File: config.mk
export PLATFORM = sky130hd
export DESIGN_NAME = full_subtractor_reg_flat
export DESIGN_NICKNAME = d
export VERILOG_FILES = /design/src/rtl/full_subtractor_reg_pkg.sv /design/src/rtl/full_subtractor_reg_if.sv /design/src/rtl/full_subtractor_reg_fs_bit.sv /design/src/rtl/full_subtractor_reg.sv /design/src/flat_wrapper.sv
export SDC_FILE = /design/constraint.sdc
export NUM_CORES = 1
export LEC_CHECK = 0
export ABC_AREA = 1
export ABC_CLOCK_PERIOD_IN_PS = 800
export CAP_MARGIN = 25
export CORE_AREA = 2 2 39 41
export CTS_CLUSTER_DIAMETER = 60
export DETAILED_ROUTE_END_ITERATION = 10
export DIE_AREA = 0 0 41 43
export PLACE_DENSITY = 0.3
export SYNTH_ARGS = -nofsm -noshare
export SYNTH_HDL_FRONTEND = slang
export SYNTH_HIERARCHICAL = 1
export SYNTH_SLANG_ARGS = --single-unit
File: constraint.sdc
create_clock -name clk -period 0.8 [get_ports clk]
set_input_delay 0.12 -clock clk [delete_from_list [all_inputs] [get_ports clk]]
set_output_delay 0.12 -clock clk [all_outputs]
set_load 0.005 [all_outputs]
File: src/rtl/full_subtractor_reg_pkg.sv
// Shared constants and helpers for the registered full subtractor.
// Holds the width limit checked when the top is elaborated.
package full_subtractor_reg_pkg;

  localparam int FS_MAX_WIDTH = 64;

  function automatic bit fs_width_ok(input int w);
    return (w >= 1) && (w <= FS_MAX_WIDTH);
  endfunction

endpackage

File: src/rtl/full_subtractor_reg_if.sv
// Operand/result bundle for full_subtractor_reg: the master drives operands, the slave returns results.
// No ready signal: every in_valid yields one out_valid a cycle later.
interface full_subtractor_reg_if #(
  parameter int WIDTH = 1
);
  logic             in_valid;
  logic [WIDTH-1:0] a;
  logic [WIDTH-1:0] b;
  logic             bin;
  logic             out_valid;
  logic [WIDTH-1:0] diff;
  logic             bout;

  modport master (
    output in_valid, a, b, bin,
    input  out_valid, diff, bout
  );

  modport slave (
    input  in_valid, a, b, bin,
    output out_valid, diff, bout
  );
endinterface

File: src/rtl/full_subtractor_reg_fs_bit.sv
// One-bit combinational full subtractor cell; zero latency, no flow control.
module fs_bit (
  input  logic a,
  input  logic b,
  input  logic bin,
  output logic diff,
  output logic bout
);

  assign diff = a ^ b ^ bin;
  assign bout = (~a & b) | (~(a ^ b) & bin);

endmodule

File: src/rtl/full_subtractor_reg.sv
// Registered ripple-borrow subtractor computing a - b - bin; latency 1 cycle.
// No backpressure: each in_valid yields exactly one out_valid; results hold while idle.
module full_subtractor_reg
  import full_subtractor_reg_pkg::*;
#(
  parameter int WIDTH = 1
) (
  input  logic                 clk,
  input  logic                 rst_n,
  full_subtractor_reg_if.slave io
);

  if (!fs_width_ok(WIDTH)) begin : g_bad_width
    $error("full_subtractor_reg: WIDTH %0d outside 1..%0d", WIDTH, FS_MAX_WIDTH);
  end

  logic [WIDTH-1:0] diff_c;
  logic             bout_c;

  // Borrow threads through per-cell nets so each bit only sees its lower neighbour.
  for (genvar i = 0; i < WIDTH; i++) begin : g_bit
    logic br_in;
    logic br_out;

    if (i == 0) begin : g_first
      assign br_in = io.bin;
    end else begin : g_rest
      assign br_in = g_bit[i-1].br_out;
    end

    fs_bit u_bit (
      .a    (io.a[i]),
      .b    (io.b[i]),
      .bin  (br_in),
      .diff (diff_c[i]),
      .bout (br_out)
    );
  end

  assign bout_c = g_bit[WIDTH-1].br_out;

  logic             out_valid_d, out_valid_q;
  logic [WIDTH-1:0] diff_d, diff_q;
  logic             bout_d, bout_q;

  always_comb begin
    out_valid_d = io.in_valid;
    diff_d      = diff_q;
    bout_d      = bout_q;
    if (io.in_valid) begin
      diff_d = diff_c;
      bout_d = bout_c;
    end
  end

  always_ff @(posedge clk or negedge rst_n) begin
    if (!rst_n) begin
      out_valid_q <= 1'b0;
      diff_q      <= '0;
      bout_q      <= 1'b0;
    end else begin
      out_valid_q <= out_valid_d;
      diff_q      <= diff_d;
      bout_q      <= bout_d;
    end
  end

  assign io.out_valid = out_valid_q;
  assign io.diff      = diff_q;
  assign io.bout      = bout_q;

endmodule

File: src/flat_wrapper.sv
// flat-port wrapper written by rule: the top's interface ports become plain ports
module full_subtractor_reg_flat import full_subtractor_reg_pkg::*;
#(
  parameter int WIDTH = 1
)
  (clk, rst_n, io_in_valid, io_a, io_b, io_bin, io_out_valid, io_diff, io_bout);
  full_subtractor_reg_if #(.WIDTH(WIDTH)) io_i ();
  input  logic clk;
  input  logic rst_n;
  input wire logic [$bits(io_i.in_valid)-1:0] io_in_valid;
  input wire logic [$bits(io_i.a)-1:0] io_a;
  input wire logic [$bits(io_i.b)-1:0] io_b;
  input wire logic [$bits(io_i.bin)-1:0] io_bin;
  output wire logic [$bits(io_i.out_valid)-1:0] io_out_valid;
  output wire logic [$bits(io_i.diff)-1:0] io_diff;
  output wire logic [$bits(io_i.bout)-1:0] io_bout;
  assign io_i.in_valid = io_in_valid;
  assign io_i.a = io_a;
  assign io_i.b = io_b;
  assign io_i.bin = io_bin;
  assign io_out_valid = io_i.out_valid;
  assign io_diff = io_i.diff;
  assign io_bout = io_i.bout;
  full_subtractor_reg #(.WIDTH(WIDTH)) u_core (.clk(clk), .rst_n(rst_n), .io(io_i));
endmodule
# After elaboration in Yosys (flattened, before gate mapping)
# Cells that the tools add are included.
# word_totals
regBits	3
latch_bits	0
mem_bits_rw	0
mem_bits_ro	0
inputBits	6
output_inout_bits	3
elab_cells	10
mem_count	0
# classes
n_addsub	0
mul	0
div_mod_pow	0
magnitude_cmp	0
n_eq_ne	0
n_shift	0
muxes	0
bitwise_logic	7
n_reduce_logical	0
# ops
op	n
1-bit AND	2
1-bit NOT	2
1-bit XOR	2
1-bit OR	1

# Longest topological paths before layout
# Gate-level depths: netlist (run 1).
# depth
depth_word	4
ltp_mapped	5

# Cells and area by module
# The synthesis (run 1) kept the hierarchy.
# by_module_without_submodules
module	instances	cells_per_inst	area_per_inst_um2	seq_area_each_um2
full_subtractor_reg	1	10	101.3	75.1
fs_bit	1	4	31.3	0.0

# Least setup slack after synthesis (run 1)
# Ideal clock, no wire load.
# synth_timing
path_kind	input to register
startpoint	input io_b
endpoint	register u_core.diff_q, in the netlist u_core/io.diff
setup_ns	0.116
arrival_time_ns	0.686
slack_ns	-0.003
path_stages	4
cell_sequence	inv_1 fa_1 nand2_1 nand2_1
# synth_between
elab_chain_cells	2
# synth_lines
element	line_no	text
start, declared	flat_wrapper.sv:12	input wire logic [$bits(io_i.b)-1:0] io_b;
1-bit XOR (2 in series)	full_subtractor_reg_fs_bit.sv:10	assign diff = a ^ b ^ bin;
via u_core.diff_c	full_subtractor_reg.sv:17	logic [WIDTH-1:0] diff_c;
end signal, assigned	full_subtractor_reg.sv:63	diff_q <= diff_d;
end, declared	full_subtractor_reg.sv:43	logic [WIDTH-1:0] diff_d, diff_q;
# The timed path passes the listed nets, and every way through them passes these cells.
# A chain may end at the register's enable or synchronous reset.

# Worst setup path in the final report (run 1)
# layout_timing
startpoint	register u_core.diff_q, in the netlist u_core/io.diff
endpoint	output io_diff
# layout_lines
element	line_no	text
end, declared	flat_wrapper.sv:15	output wire logic [$bits(io_i.diff)-1:0] io_diff;
# No word-level cell between the ends.

==> impl_metrics.ini, run 1 <==
[logic_synthesis]
ys_types = 4
synth_top_area_share = 0.566
ys_warn_count = 6
syn_nets = 21
synth-seq-area-share = 0.566
syn_inst = 14
synth_seq_cells = 3
yosysTopAreaCell = dfrtp_1
synth_area_leaders = dfrtp_1, nand2_1, fa_1
avgSynthCellArea_um2 = 9.47
synth.cell_area_um2 = 133

[drt]
viasPerCell = 3.05
postRouteAntennaNets = 0
finalWirelength_um = 325
num_vias = 134
drc_errors = 0
drtIter0Drc = 3
post_drt_wl_per_cell_um = 7.39
dr.pass1.iters = 3

[sta]
finalHoldViolCount = 0
fin_setup_tns_ns = -0.0944
max_freq_mhz = 1190
slew_headroom = 0.903
worst_pin_slew_ns = 0.144
skew_ns = 0
rsz0062_at_grt = true
finalMaxSlewViolations = 0
setup_viol = 3
period_needed_ns = 0.843
fin_ws_ns = -0.0435
period_share = 1.05

[global_routing]
first_global_vias = 123
overflow = 0
grt_pass1_wl_um = 489
antenna_found_initial = 0
grt_max_degree = 5
grt_util_all_layers = 0.0482

[outcome]
violations = negative setup slack
status = finished, violations left

[clock_tree]
path_clk_slew_ns = 0.04
cts_buffers = 3
insertion_delay_ns = 0.23
cts_sinks = 3
htree_levels = 1
cts_tree = done
clock-root-buffer = clkbuf_4
cts.path.max_buffers = 2

[pwr]
internal_power_uw = 406
leakagePower_uw = 0.000139
combPwrFrac = 0.165
p_sw_uw = 123
swShare = 0.232
clockPowerShare = 0.505
pwr_density_cell_nw_per_um2 = 2170
peakVddDrop_uv = 360
seqPwrFrac = 0.329
finalPower_uw = 529

[worst_setup_path]
r2r-end = u_core/io.bout
reg2reg_slack_ns = 0.09
critPathSlowestCell = dfrtp_1
critPathMaxFanout = 2
cp.buffers_inverters = 1
start_kind = flip-flop
arrival_ns = 0.72
cpPeakStageDelay_ns = 0.36
crit_family = flip-flops
path_class = reg2out
r2r-start = u_core/io.bout
worst-r2r-cell-count = 3
crit_required_ns = 0.68
cp_cell_sequence = buf_2
endpoint_kind = output pin

[cells_and_area]
finalNetCount = 36
area_delta_synth_final_pct = 84.0
diodes = 0
drive_gt1_frac = 0.429
fillerInstances = 156
fin_cells = 44
layout_commonest_cell = nand2_1

[placed_design]
portBuffers = 8
pre_cts_ws_ns = -0.504
dp.cells = 38
gp_congestion = 0.518

[die]
ios = 9
die_area_um2 = 1760
rows = 14
die_y_um = 43
coreArea_um2 = 1380
die_w_um = 41
start_util = 0.0958

[run]
max_cap_violations = 0

[hold_path]
hp-class = in2async
==> power groups by stage <==
stage	clock network, uW	registers (uW)	logic [uW]
2_1_floorplan	0	179	22.0
3_3_place_gp	0	177	87.6
3_5_place_dp	0	178	89.6
4_1_cts	279	174	91.2
5_1_grt	297	175	97.8
6_report	267	174	87.4
==> state kept, by name (all words and copies together), names as in the netlist <==
name / cells
u_core/io.out_valid: 1
u_core/io.diff: 1
u_core/io.bout: 1
==> kinds of logic after synthesis <==
group / count (synthesis) / share of synthesized area
adders and majority gates: 1 / 0.151
buffers and inverters: 4 / 0.113
DFF: 3 / 0.566
and+or+nand+nor: 6 / 0.170
==> how the worst max path moves through the flow <==
stage | start | end | slack [ns] | depth (start not counted)
finish | u_core/io.diff | io_diff | -0.04 | 1
global route | u_core/io.diff | io_diff | -0.08 | 1
CTS | u_core/io.diff | io_diff | -0.05 | 1
detailed placement | io_b | u_core/io.diff | -0.50 | 5
global placement | io_b | u_core/io.diff | -0.49 | 5
floorplan | io_b | u_core/io.diff | -0.003 | 4
==> synth_stat cells <==
master   number
nand2_1       6
inv_1         4
dfrtp_1       3
fa_1          1
==> stage by stage <==
| stage | util | hold WS [ns] | area [um2] |
|---|---|---|---|
| 4_1_cts | 0.187 | 0.0628 | 259 |
| 2_1_floorplan | - | -0.176 | 133 |
| 5_1_grt | 0.176 | 0.0658 | 244 |
| 3_5_place_dp | 0.168 | 0.312 | 233 |
| 3_3_place_gp | 0.168 | 0.312 | 233 |
| 6_report | 0.176 | 0.0672 | 244 |
==> area by class of cell <==
class                           count  area, um2  share of cell area
Inverter                            4       15.0              0.0615
Multi-Input combinational cell      7       42.5               0.174
Sequential cell                     3       75.1               0.308
Clock buffer                        4       26.3               0.108
Tap cell                           16       20.0              0.0821
Timing Repair Buffer               10       65.1               0.267
==> routing by layer <==
metal	GRT usage	part of all wire	wire length, um	vias to the layer above
li1	-	-	-	66
met5	0	0	0	-
met4	0.0600	0	0	0
met2	0.0594	0.41	132	9
met3	0.0366	0.21	68	0
met1	0.0419	0.38	123	59
==> timing repair <==
item                       4_1_cts  5_1_grt
setup endpoints to repair        5        4
setup buffers                    2        0
gates resized for setup         18        4
pin swaps                        2        2
hold buffers                     0        0
Power figures use the tool's default switching activity.
==> inputs of run 2 (changes only) <==
- ABC_CLOCK_PERIOD_IN_PS: 800 -> unset
==> results of run 2 <==
Final layout, timing and power as in run 1 (identical DEF).
==> inputs of run 3 (changes only) <==
- CTS_CLUSTER_SIZE: unset -> 8
==> results of run 3 <==
Final layout, timing and power as in run 1 (identical DEF).
